## config.mk

```make
export PLATFORM = sky130hd
export DESIGN_NAME = piso_unload_fifo
export DESIGN_NICKNAME = d
export VERILOG_FILES = /design/src/rtl/piso_unload_fifo.sv
export SDC_FILE = /design/constraint.sdc
export NUM_CORES = 1
export LEC_CHECK = 0
export BUFFER_PORTS_ARGS = -buffer_cell sky130_fd_sc_hd__buf_4
export CELL_PAD_IN_SITES_DETAIL_PLACEMENT = 1
export CELL_PAD_IN_SITES_GLOBAL_PLACEMENT = 1
export CORE_MARGIN = 5
export CORE_UTILIZATION = 27
export CTS_BUF_LIST = sky130_fd_sc_hd__clkbuf_2
export DETAILED_ROUTE_END_ITERATION = 12
export PLACE_DENSITY_LB_ADDON = 0.2
export SLEW_MARGIN = 15
export SYNTH_ARGS = -nofsm -noshare
export SYNTH_HDL_FRONTEND = slang
export SYNTH_SLANG_ARGS = --single-unit
```

## constraint.sdc

```tcl
create_clock -name clk -period 1.5 [get_ports clk]
set_clock_uncertainty 0.2 [all_clocks]
set_input_delay 0.225 -clock clk [delete_from_list [all_inputs] [get_ports clk]]
set_output_delay 0.225 -clock clk [all_outputs]
set_load 0.01 [all_outputs]
```

## src/rtl/piso_unload_fifo.sv

```systemverilog
// Parallel-in, serial-out word FIFO: loads a DEPTH-word vector in one handshake,
// then emits it one word per output handshake, least significant word first.
module piso_unload_fifo #(
  parameter int unsigned WIDTH = 1,
  parameter int unsigned DEPTH = 4
) (
  input  logic                         clk,
  input  logic                         rst,
  input  logic                         en,
  input  logic                         load_valid,
  output logic                         load_ready,
  input  logic [WIDTH*DEPTH-1:0]       load_data,
  output logic                         out_valid,
  input  logic                         out_ready,
  output logic [WIDTH-1:0]             outp,
  output logic                         out_last,
  output logic [$clog2(DEPTH+1)-1:0]   count
);

  localparam int unsigned CW = $clog2(DEPTH + 1);

  logic [WIDTH*DEPTH-1:0] r_sr;
  logic [CW-1:0]          r_cnt;

  logic w_empty;
  logic w_last;
  logic w_load_ready;
  logic w_out_valid;
  logic w_load_fire;
  logic w_out_fire;

  always_comb begin
    w_empty      = (r_cnt == '0);
    w_last       = (r_cnt == CW'(1));
    // A new vector may land in the same cycle the final word of the old one leaves.
    w_load_ready = en && (w_empty || (w_last && out_ready));
    w_out_valid  = en && !w_empty;
    w_load_fire  = load_valid && w_load_ready;
    w_out_fire   = w_out_valid && out_ready;
  end

  always_ff @(posedge clk) begin
    if (rst) begin
      r_sr  <= '0;
      r_cnt <= '0;
    end else if (w_load_fire) begin
      r_sr  <= load_data;
      r_cnt <= CW'(DEPTH);
    end else if (w_out_fire) begin
      r_sr  <= {{WIDTH{1'b0}}, r_sr[WIDTH*DEPTH-1:WIDTH]};
      r_cnt <= r_cnt - CW'(1);
    end
  end

  always_comb begin
    load_ready = w_load_ready;
    out_valid  = w_out_valid;
    outp       = r_sr[WIDTH-1:0];
    out_last   = w_last;
    count      = r_cnt;
  end

endmodule
```

* Word-level counts from Yosys, hierarchy flattened
Index checks and enable logic that the tools add are counted. W data, S select, Z words.
Storage, ports and cells: logic and storage cells 19, register bits after elaboration 7, output and inout bits 7, input bits 9
Operators by class: equality and inequality tests 1, multiplexer cells 4, add/sub/neg operators 1, reductions and logical operators 10
Operators by type and width (count):
- $mux W4 | 2
- $mux W3 | 2
- $logic_and A1 B1 Y1 | 5
- $eq A3 B1 Y1 const B | 1
- $logic_not A3 Y1 | 1
- $sub A3 B1 Y3 const B | 1
- $reduce_bool A2 Y1 | 1
- $reduce_or A2 Y1 | 1
- $logic_not A1 Y1 | 1
- $logic_or A1 B1 Y1 | 1

* Depth between registers and ports, before layout
Gate-level depths: netlist (run 1).
word-level depth 6, mapped depth 7

* Worst setup path before layout (run 1)
Ideal clock, no wire load.
path type register to register, start point reg r_cnt[0] (netlist: count[0]), end point reg r_cnt[1] (netlist: count[1]), stages on the path, launching flop included 8, setup time 0.100 ns, slack -0.218 ns, arrival time 1.419 ns, path buffers 1, clock period less this slack 1.718 ns, data required time 1.200 ns, cell sequence dfxtp_1 -> inv_1 -> ha_1 -> nand2b_1 -> and3_1 -> buf_6 -> nor2_2 -> a2111oi_4
On the way: longest elaborated chain between the ends 6, elaborated cells between the ends (all ways) 11
RTL lines:
- from (decl) | line 23 | logic [CW-1:0] r_cnt;
- from (signal assigned) | line 48 | r_cnt <= CW'(DEPTH);
- from (signal assigned) | line 51 | r_cnt <= r_cnt - CW'(1);
- $eq A3 B1 Y1 | line 34 | w_last = (r_cnt == CW'(1));
- $logic_and A1 B1 Y1 | line 36 | w_load_ready = en && (w_empty || (w_last && out_ready));
- $logic_or A1 B1 Y1 | line 36
- $logic_and A1 B1 Y1 | line 36
- $logic_and A1 B1 Y1 | line 38 | w_load_fire = load_valid && w_load_ready;
- $reduce_or A2 Y1 (no source line)
Several ways; a longest one is shown, not always the timed one. A chain may end at the register's enable or synchronous reset.

* Final worst setup path (run 1)
start point reg r_cnt[0] (netlist: count[0]), end point out load_ready
On the way: longest elaborated chain between the ends 4, elaborated cells between the ends (all ways) 5
RTL lines:
- $eq A3 B1 Y1 | line 34
- $logic_and A1 B1 Y1 | line 36
- $logic_or A1 B1 Y1 (*) | line 36
- $logic_and A1 B1 Y1 (*) | line 36
- to (decl) | line 11 | output logic load_ready,
Mark *: on every way between the ends. The rest lies on a longest branch, timed or not.

==> results of run 1 <==
stage by stage:
step                      total power, uW  TNS [ps]  setup slack (ps)
final                                 562      -395              -114
after detailed placement              406      -514              -110
after floorplan                       323         0              1.46
after CTS                             570      -495              -130
after global routing                  608      -885              -176
after global placement                403      -177             -43.6
flip-flops by register name (all words and copies together) (netlist names):
register,count
r_sr,4
count,3
metal layers:
| metal | up-vias | track usage [%] | wire length [um] | share of wire, % |
|---|---|---|---|---|
| met1 | 210 | 9.21 | 454 | 40 |
| met5 | - | 0 | 0 | 0 |
| li1 | 213 | - | - | - |
| met3 | 2 | 3.68 | 64 | 5.6 |
| met4 | 0 | 5.38 | 21 | 1.8 |
| met2 | 12 | 17.6 | 598 | 53 |
tightest hold or removal path, stage by stage:
cell and delay (ps):
buf_4 110, nand2_1 50, a21oi_1 50
cell usage after synthesis:
| library cell | instances |
|---|---|
| a41o_1 | 1 |
| dfxtp_1 | 7 |
| nor2_1 | 3 |
| ha_1 | 3 |
| nand3_1 | 2 |
| a2111oi_4 | 1 |
| or3_1 | 1 |
| and2_1 | 1 |
| nor3b_1 | 1 |
| buf_6 | 1 |
| nand2b_1 | 1 |
| and2b_1 | 1 |
| nor3_1 | 1 |
| nand2_1 | 5 |
| nor2_2 | 1 |
| a21oi_1 | 6 |
| inv_1 | 2 |
| a211oi_1 | 3 |
| and3_1 | 1 |
| nor3_2 | 1 |
| xnor2_1 | 1 |
| a41oi_1 | 1 |
worst min path at each step:
stage	from	end	slack (ps)	depth (start not counted)
after floorplan	rst	count[2]	90	1
after global placement	r_sr[2]	r_sr[1]	260	2
after detailed placement	r_sr[2]	r_sr[2]	260	2
after CTS	rst	count[2]	2	2
after global routing	load_data[3]	r_sr[3]	20	3
final	load_data[3]	r_sr[3]	40	3
area by class of cell:
cell class | instances | area (um^2) | area share [%]
inverters | 2 | 15.0 | 2.12
flip-flops and latches | 7 | 149 | 21.0
clock buffers | 4 | 20.0 | 2.82
repair buffers | 22 | 188 | 26.5
multi-input cells | 35 | 318 | 44.8
well taps | 16 | 20.0 | 2.82
timing repair:
| action | CTS | global route |
|---|---|---|
| hold buffers | 0 | 1 |
| resized for setup | 8 | 1 |
| setup endpoints to repair | 10 | 9 |
| gates cloned | 0 | 0 |
| pin swaps | 4 | 0 |
| hold endpoints to repair | 0 | 6 |
| buffers inserted | 1 | 0 |
cell families (layout without fill, tap and decap cells):
kind of cell             count (synthesis)  in the layout  share of synthesized area, %
adder cells (fa/ha/maj)                  3              3                          9.26
AND/OR/NAND/NOR                         19             19                          25.0
buffers and inverters                    3             28                          4.63
AO/OA/AOI/OAI                           12             12                          24.4
flip-flops                               7              7                          34.6
XOR/XNOR                                 1              1                          2.16
power breakdown:
part	total, uW	internal (uW)	switching, uW
Sequential	218	201	16.8
Clock	143	70.9	72.5
Combinational	201	113	87.9
Total	562	385	177
==> metrics, run 1 <==
outcome finished, violations left; violated checks setup timing; CP Capture Type output pin; critical path's largest stage delay 380 ps; via-per-instance ratio 5.08; Overall Global Routing Usage 9.72%; synth warn 0; starting density of the core 27.6%; leading area contributor after synthesis dfxtp_1; cell count along the critical path 5; core footprint 1470 um^2; initial drt markers 5; CTS max path bufs 2; Max Cap Violations 0; Seq/Total Area, Yosys 34.6%; Max Clk Rate 619 MHz; RSZ-0062 raised after global routing true; Crit Path Class reg2out; Rows 14; total gr overflow 0; Critical Path RT 1070 ps; final instance area 709 um^2; port bufs 15; CP startpoint kind register; Post-Synthesis Net Count 57; r2r worst-path depth 6; largest net degree at the start of global routing 9; period utilisation layout 108%; placed insts 80; initial antenna violation count 0; crit path launch count[0]; drt wl/cell 13.2 um; setup violators final 7; hpwl dp 902 um; worst-skew pair later-pin latency 230 ps; top cells by area, synth dfxtp_1, ha_1, a21oi_1; wirelength, routed 1.14 mm; Netlist cell types 22; DRT antenna net count 0; Final min period 1610 ps; R2R Setup Slk -70 ps; Post-Synthesis Cell Area 405 um^2; worst setup margin -114 ps; IO Pins 16; CTS tree built; crit path to load_ready; Vert. Die Dim 48.8 um; Worst R2R End r_sr[1]; first-pass GRT wire length 1.81 mm; vias in the first global route 427; family with the most delay on the worst path flip-flops; Critical Path Fanout Max 3; commonest cells after routing, fill and taps aside buf_4, nand2_1, a21oi_1, clkbuf_2, dfxtp_1; Clock transition at path regs 80 ps; H-tree depth 1; commonest non-fill, non-tap cell in the layout buf_4; final hold violation count 0; CP Buf/Inv Count 2; Syn Inst Count 45; LEAKAGE 0.000290 uW; clock sinks 7; Die ar. 2380 um^2; Avg Inst Size Synth 9.01 um^2; routed via count 437; share of cells above drive strength 1 60.0%; CTS Root Cell clkbuf_2; Worst-Margin Slew 447 ps; Num CTS Buffers 3; drc violations 0; drt pass-1 iters 2; synth-to-layout area growth 75.0%; Rel. slew slack 70.0%; Worst path slowest cell dfxtp_4; Die Wd 48.8 um; P per Cell Area 793 nW/um^2; worst reg2reg startpoint count[1]; post-route insts no fill 86; Final Core Density 48.2%; fill count 179; Worst Path Arrival 1190 ps; max-slew violation count 0; Yosys top cell area share 34.6%; dpl cell area 629 um^2; nets 83; crit-path cells inv_4 -> ha_4 -> a21oi_4 -> nor3b_2 -> buf_4; VDD IR-drop max 0.375 mV; final worst hold slack 38.4 ps; Hold Crit Class in2reg; Antenna Cells 0; Synth Register Bits 7; RD Place Congestion 0.705
Power figures use the tool's default switching activity.
==> inputs of run 2 (changes only) <==
ABC_AREA = 1   (was unset)
CELL_PAD_IN_SITES_DETAIL_PLACEMENT = unset   (was 1)
CELL_PAD_IN_SITES_GLOBAL_PLACEMENT = unset   (was 1)
==> run 2 against run 1 <==
Non-clock buffer count grew 8. Register-to-register slack hardly changed. Critical path type unchanged. Power rose by 12%. The run still ends with setup timing left. Cell area is 17% higher. Routed wire length up 18%. Final cell count grew 28%.
==> metrics, run 2 <==
final hold violation count 0 (unchanged); Die ar. 2520 um^2 (+6.1%); LEAKAGE 0.000385 uW (+33%); P per Cell Area 758 nW/um^2 (-4.4%); worst-skew pair later-pin latency 220 ps (about the same); Worst-Margin Slew 154 ps (-293 ps); Comb power frac 44.0% (+8.2 points); Int Power 416 uW (+8.1%); max-slew violation count 0 (unchanged); share of cells above drive strength 1 59.6% (-0.43 points); Final min period 1580 ps (-31.5 ps); Syn Inst Count 60 (+33%); Die Wd 50.2 um (+3.0%); port bufs 15 (unchanged); worst reg2reg startpoint count[0]; violated checks setup timing; Seq/Total Area, Yosys 32.1% (-2.5 points); setup violators final 7 (unchanged); CTS max path bufs 2 (unchanged); starting density of the core 28.7% (+1.1 points); Max Clk Rate 632 MHz (+2.0%); CP Capture Type output pin; H-tree depth 1 (unchanged); Yosys top cell area share 32.1% (-2.5 points); Synth Register Bits 7 (unchanged); crit path launch count[0]; crit path to load_ready; Clock transition at path regs 70 ps (about the same); Netlist cell types 16 (-27%); IO Pins 16 (unchanged); DRT antenna net count 0 (unchanged); RD Place Congestion 0.704 (about the same); initial drt markers 2 (-3); GRT met2 Usage 14.6% (-3.0 points); clock sinks 7 (unchanged); CTS tree built; drc violations 0 (unchanged); CP startpoint kind register; Worst R2R End r_sr[2]; first-pass GRT wire length 2.08 mm (+15%); Post-Synthesis Cell Area 437 um^2 (+7.7%); synth warn 0 (unchanged); Top FF cell, synth dfxtp_1; Largest register FFs 4 (unchanged); Sw Pwr 213 uW (+20%); Reg power frac 33.9% (-4.8 points); leading area contributor after synthesis dfxtp_1; Rel. slew slack 89.7% (+20 points); Worst Path Arrival 1160 ps (-30 ps); hpwl dp 924 um (+2.4%); ys async rst share 0% (unchanged); largest net degree at the start of global routing 10 (+1); RSZ-0062 raised after global routing true; synth-to-layout area growth 90.3%; pre-CTS setup slack 0.520 ps (+110 ps); r2r worst-path depth 9 (+3); R2R Setup Slk -60 ps (about the same); Antenna Cells 0 (unchanged); EDFF count, synth 0 (unchanged); met3 Usage GRT 2.37% (-1.3 points); total gr overflow 0 (unchanged); Avg Inst Size Synth 7.28 um^2 (-19%); drt wl/cell 12.2 um (-8.0%); Critical Path RT 1070 ps (about the same); drt pass-1 iters 4 (+2); CTS Root Cell clkbuf_2; Rows 14 (unchanged); Biggest register r_sr; post-route insts no fill 110 (+28%); via-per-instance ratio 4.74 (-6.8%); commonest non-fill, non-tap cell in the layout buf_4; initial antenna violation count 0 (unchanged); commonest cells after routing, fill and taps aside buf_4, nand2_1, inv_1, nand3_1; outcome finished, violations left; met1 Use GR 14.4% (+5.2 points); Crit Path Class reg2out; nets 107 (+29%); top cells by area, synth dfxtp_1, nand3_1, ha_1; Critical Path Fanout Max 3 (unchanged); placed insts 98 (+23%); Max Cap Violations 0 (unchanged); clock power share 22.1% (-3.4 points); vias in the first global route 493 (+15%); VDD IR-drop max 0.412 mV (+10%); global route hottest layer met2; worst setup margin -82.7 ps (+31.5 ps); core footprint 1520 um^2 (+3.6%); period utilisation layout 106% (-2.1 points); Hold Crit Class in2reg; wirelength, routed 1.34 mm (+18%); Post-Synthesis Net Count 72 (+26%); switching share of power 33.9% (+2.4 points); Commonest cells post-synth inv_1, nand2_1, nand3_1; Overall Global Routing Usage 10.5% (+0.77 points); Vert. Die Dim 50.2 um (+3.0%); routed via count 521 (+19%); Num CTS Buffers 3 (unchanged)
==> run 2: metrics by stage <==
step | setup TNS [ps] | hold slack (ps) | util (%) | area, um^2 | total power, uW
after floorplan | 0 | 94.1 | - | 452 | 315
after global placement | 0 | 226 | 41.8 | 637 | 406
after detailed placement | 0 | 228 | 41.8 | 637 | 406
after CTS | -136 | 49.2 | 49.7 | 757 | 591
after global routing | -1080 | 45.2 | 54.5 | 831 | 680
final | -285 | 62.1 | 54.5 | 831 | 630
==> run 2: cells by family after synthesis <==
group,count (synthesis),share of synthesized area [%]
XOR/XNOR,1,2.01
AND/OR/NAND/NOR,30,37.8
adder cells (fa/ha/maj),3,8.60
buffers and inverters,11,9.46
AO/OA/AOI/OAI,8,10.0
flip-flops,7,32.1
==> run 2: layout make-up <==
class	instances	area, um^2
Clock buffer	4	20.0
Fill cell	153	693
Inverter	11	46.3
Multi-Input combinational cell	42	353
Sequential cell	7	145
Tap cell	16	20.0
Timing Repair Buffer	30	246
==> run 2: worst min-delay path by stage <==
stage / start / endpoint / cells after the start
after floorplan: rst / r_sr[0] / 1
after global placement: rst / r_sr[1] / 2
after detailed placement: rst / r_sr[1] / 2
after CTS: load_data[3] / r_sr[3] / 3
after global routing: load_data[3] / r_sr[3] / 3
final: load_data[3] / r_sr[3] / 3
==> run 2: critical path, cell delays in order, from the launching register on <==
cell and delay, ps:
dfxtp_4 370, inv_4 60, ha_4 160, nand2_4 60, a21oi_4 160, buf_6 120
==> run 2: per-layer routing <==
layer,share of wire [%],vias up
met5,0,-
met4,0.75,0
met3,4.4,2
met2,49,7
met1,46,244
li1,-,268
==> run 2: what timing repair did <==
item / in CTS / in global routing
buffers inserted: 5 / 2
endpoints found under the hold margin: 4 / 0
pin swaps: 4 / 4
cloned: 0 / 0
gates resized for setup: 13 / 13
endpoints found under the setup margin: 5 / 9
hold buffers: 1 / 0
==> run 2: power by group through the flow <==
| stage | clock, uW | combinational, uW | sequential (uW) |
|---|---|---|---|
| after floorplan | 0 | 95.6 | 220 |
| final | 139 | 277 | 214 |
| after detailed placement | 0 | 190 | 216 |
| after global placement | 0 | 190 | 216 |
| after global routing | 163 | 302 | 216 |
| after CTS | 146 | 233 | 213 |
==> inputs of run 3 (changes only) <==
CORE_UTILIZATION = 25   (was 27)
==> run 3 against run 2 <==
The run still ends with setup timing left. Cell area is 5.7% lower. Highest routed layer unchanged. Critical path type unchanged. Critical path depth unchanged. Combinational power is 12% lower. Maximum frequency shrank 0.69%. Power fell by 5.1%. Clock power hardly changed. Worst setup slack lost 11 ps. Worst hold slack better by 29 ps.
==> metrics, run 3 (synthesis results as in run 2) <==
port bufs 15 (unchanged); largest net degree at the start of global routing 10 (unchanged); CP Capture Type output pin; worst reg2reg startpoint count[0]; P per Cell Area 763 nW/um^2 (+0.69%); VDD IR-drop max 0.273 mV (-34%); Num CTS Buffers 3 (unchanged); critical path's largest stage delay 370 ps (about the same); CP startpoint kind register; hold path depth 3 (unchanged); Rel. slew slack 89.9% (+0.18 points); commonest cells after routing, fill and taps aside buf_4, nand2_1, nand3_1, inv_1, dfxtp_1; drc violations 0 (unchanged); outcome finished, violations left; Worst R2R End r_sr[3]; r2r worst-path depth 8 (-1); core footprint 1690 um^2 (+11%); H-tree depth 1 (unchanged); LEAKAGE 0.000363 uW (-5.7%); clock sinks 7 (unchanged); Hold EP r_sr[3]; Max Clk Rate 627 MHz (-0.69%); via-per-instance ratio 4.68 (-1.3%); CTS tree built; placed insts 97 (-1.0%); period utilisation layout 106% (+0.74 points); Worst path slowest cell dfxtp_4; Worst Path Arrival 1170 ps (about the same); setup violators final 3 (-4); Vert. Die Dim 51.8 um (+3.1%); DRT antenna net count 0 (unchanged); RSZ-0062 raised after global routing true; violated checks setup timing; Critical Path RT 1070 ps (about the same); pre-CTS setup slack -24.0 ps (-24.5 ps); Clock transition at path regs 70 ps (about the same); initial antenna violation count 0 (unchanged); Worst-Margin Slew 151 ps (-2.63 ps); post-route insts no fill 108 (-1.8%); Die ar. 2680 um^2 (+6.4%); Final Core Density 46.4% (-8.1 points); worst-skew pair later-pin latency 240 ps (+20 ps); final worst hold slack 91.1 ps (+28.9 ps); worst setup margin -93.8 ps (-11.0 ps); Max Cap Violations 0 (unchanged); family with the most delay on the worst path flip-flops; wirelength, routed 1.25 mm (-6.3%); final hold violation count 0 (unchanged); Critical Path Fanout Max 3 (unchanged); vias in the first global route 504 (+2.2%); max-slew violation count 0 (unchanged); CTS max path bufs 2 (unchanged); total gr overflow 0 (unchanged); CTS Root Cell clkbuf_2; synth-to-layout area growth 79.4%; Rows 15 (+1); cell count along the critical path 5 (unchanged); fill count 179 (+17%); drt wl/cell 11.6 um (-4.6%); routed via count 505 (-3.1%); Multi-input gate area 334 um^2 (-5.3%); hpwl dp 912 um (-1.2%); drt pass-1 iters 4 (unchanged); RD Place Congestion 0.676 (-4.0%); CP Buf/Inv Count 2 (unchanged); Die Wd 51.8 um (+3.1%); Biggest register r_sr; Hold Crit Class in2reg; starting density of the core 25.9% (-2.8 points); Crit Path Class reg2out; Antenna Cells 0 (unchanged); Final min period 1590 ps (+11.0 ps); nets 104 (-2.8%); Largest register FFs 4 (unchanged); share of cells above drive strength 1 56.0% (-3.5 points); Worst Min Path Start load_data[3]; initial drt markers 7 (+5); IO Pins 16 (unchanged); commonest non-fill, non-tap cell in the layout buf_4; crit-path cells inv_4 -> ha_4 -> nand2_4 -> a21oi_4 -> buf_6; Reg area 145 um^2 (unchanged); Post-Route Setup TNS -112 ps (+173 ps); first-pass GRT wire length 1.99 mm (-4.3%); R2R Setup Slk 0 ps (+60 ps); Overall Global Routing Usage 9.84% (-0.65 points)
run 3: routing by layer:
layer	routed length, um	share of wire, %	vias to the layer above	track usage (%)
li1	-	-	260	-
met1	560	45	229	11.3
met2	590	47	12	16.1
met3	77	6.1	4	2.29
met4	25	2.0	0	6.55
met5	0	0	-	0
run 3: metrics by stage:
| step | power [uW] | cell area (um^2) |
|---|---|---|
| 4_1_cts | 581 | 733 |
| 6_report | 598 | 783 |
| 3_5_place_dp | 402 | 623 |
| 2_1_floorplan | 315 | 452 |
| 5_1_grt | 633 | 783 |
| 3_3_place_gp | 400 | 623 |
run 3: power breakdown:
part / internal, uW / switching, uW / total, uW
clock: 70.8 / 68.9 / 140
combinational: 125 / 121 / 245
sequential: 201 / 11.5 / 213
run 3: cell type report:
class,instances,area share (%)
Clock buffer,4,2.56
Timing Repair Buffer,27,27.6
Tap cell,17,2.72
Sequential cell,7,18.5
Multi-Input combinational cell,42,42.7
Inverter,11,5.91
run 3: what timing repair did:
item,CTS,global route
setup buffers,5,1
pin swaps,4,4
hold buffers,1,0
endpoints found under the hold margin,4,0
gates resized for setup,11,10
setup endpoints to repair,6,7
run 3: worst max path at each step:
stage,slack [ps],start,end
after floorplan,30,count[1],count[2]
after global placement,30,count[0],r_sr[2]
after detailed placement,-20,count[0],r_sr[0]
after CTS,-110,count[1],load_ready
after global routing,-160,count[0],load_ready
final,-90,count[0],load_ready
run 3: worst reg2reg max path, cell delays in order (launching register included):
cell	delay, ps
dfxtp_4	370
inv_4	70
ha_4	160
nand2_4	70
a21oi_4	160
buf_4	130
buf_4	90
nand3_1	80
a21oi_2	130
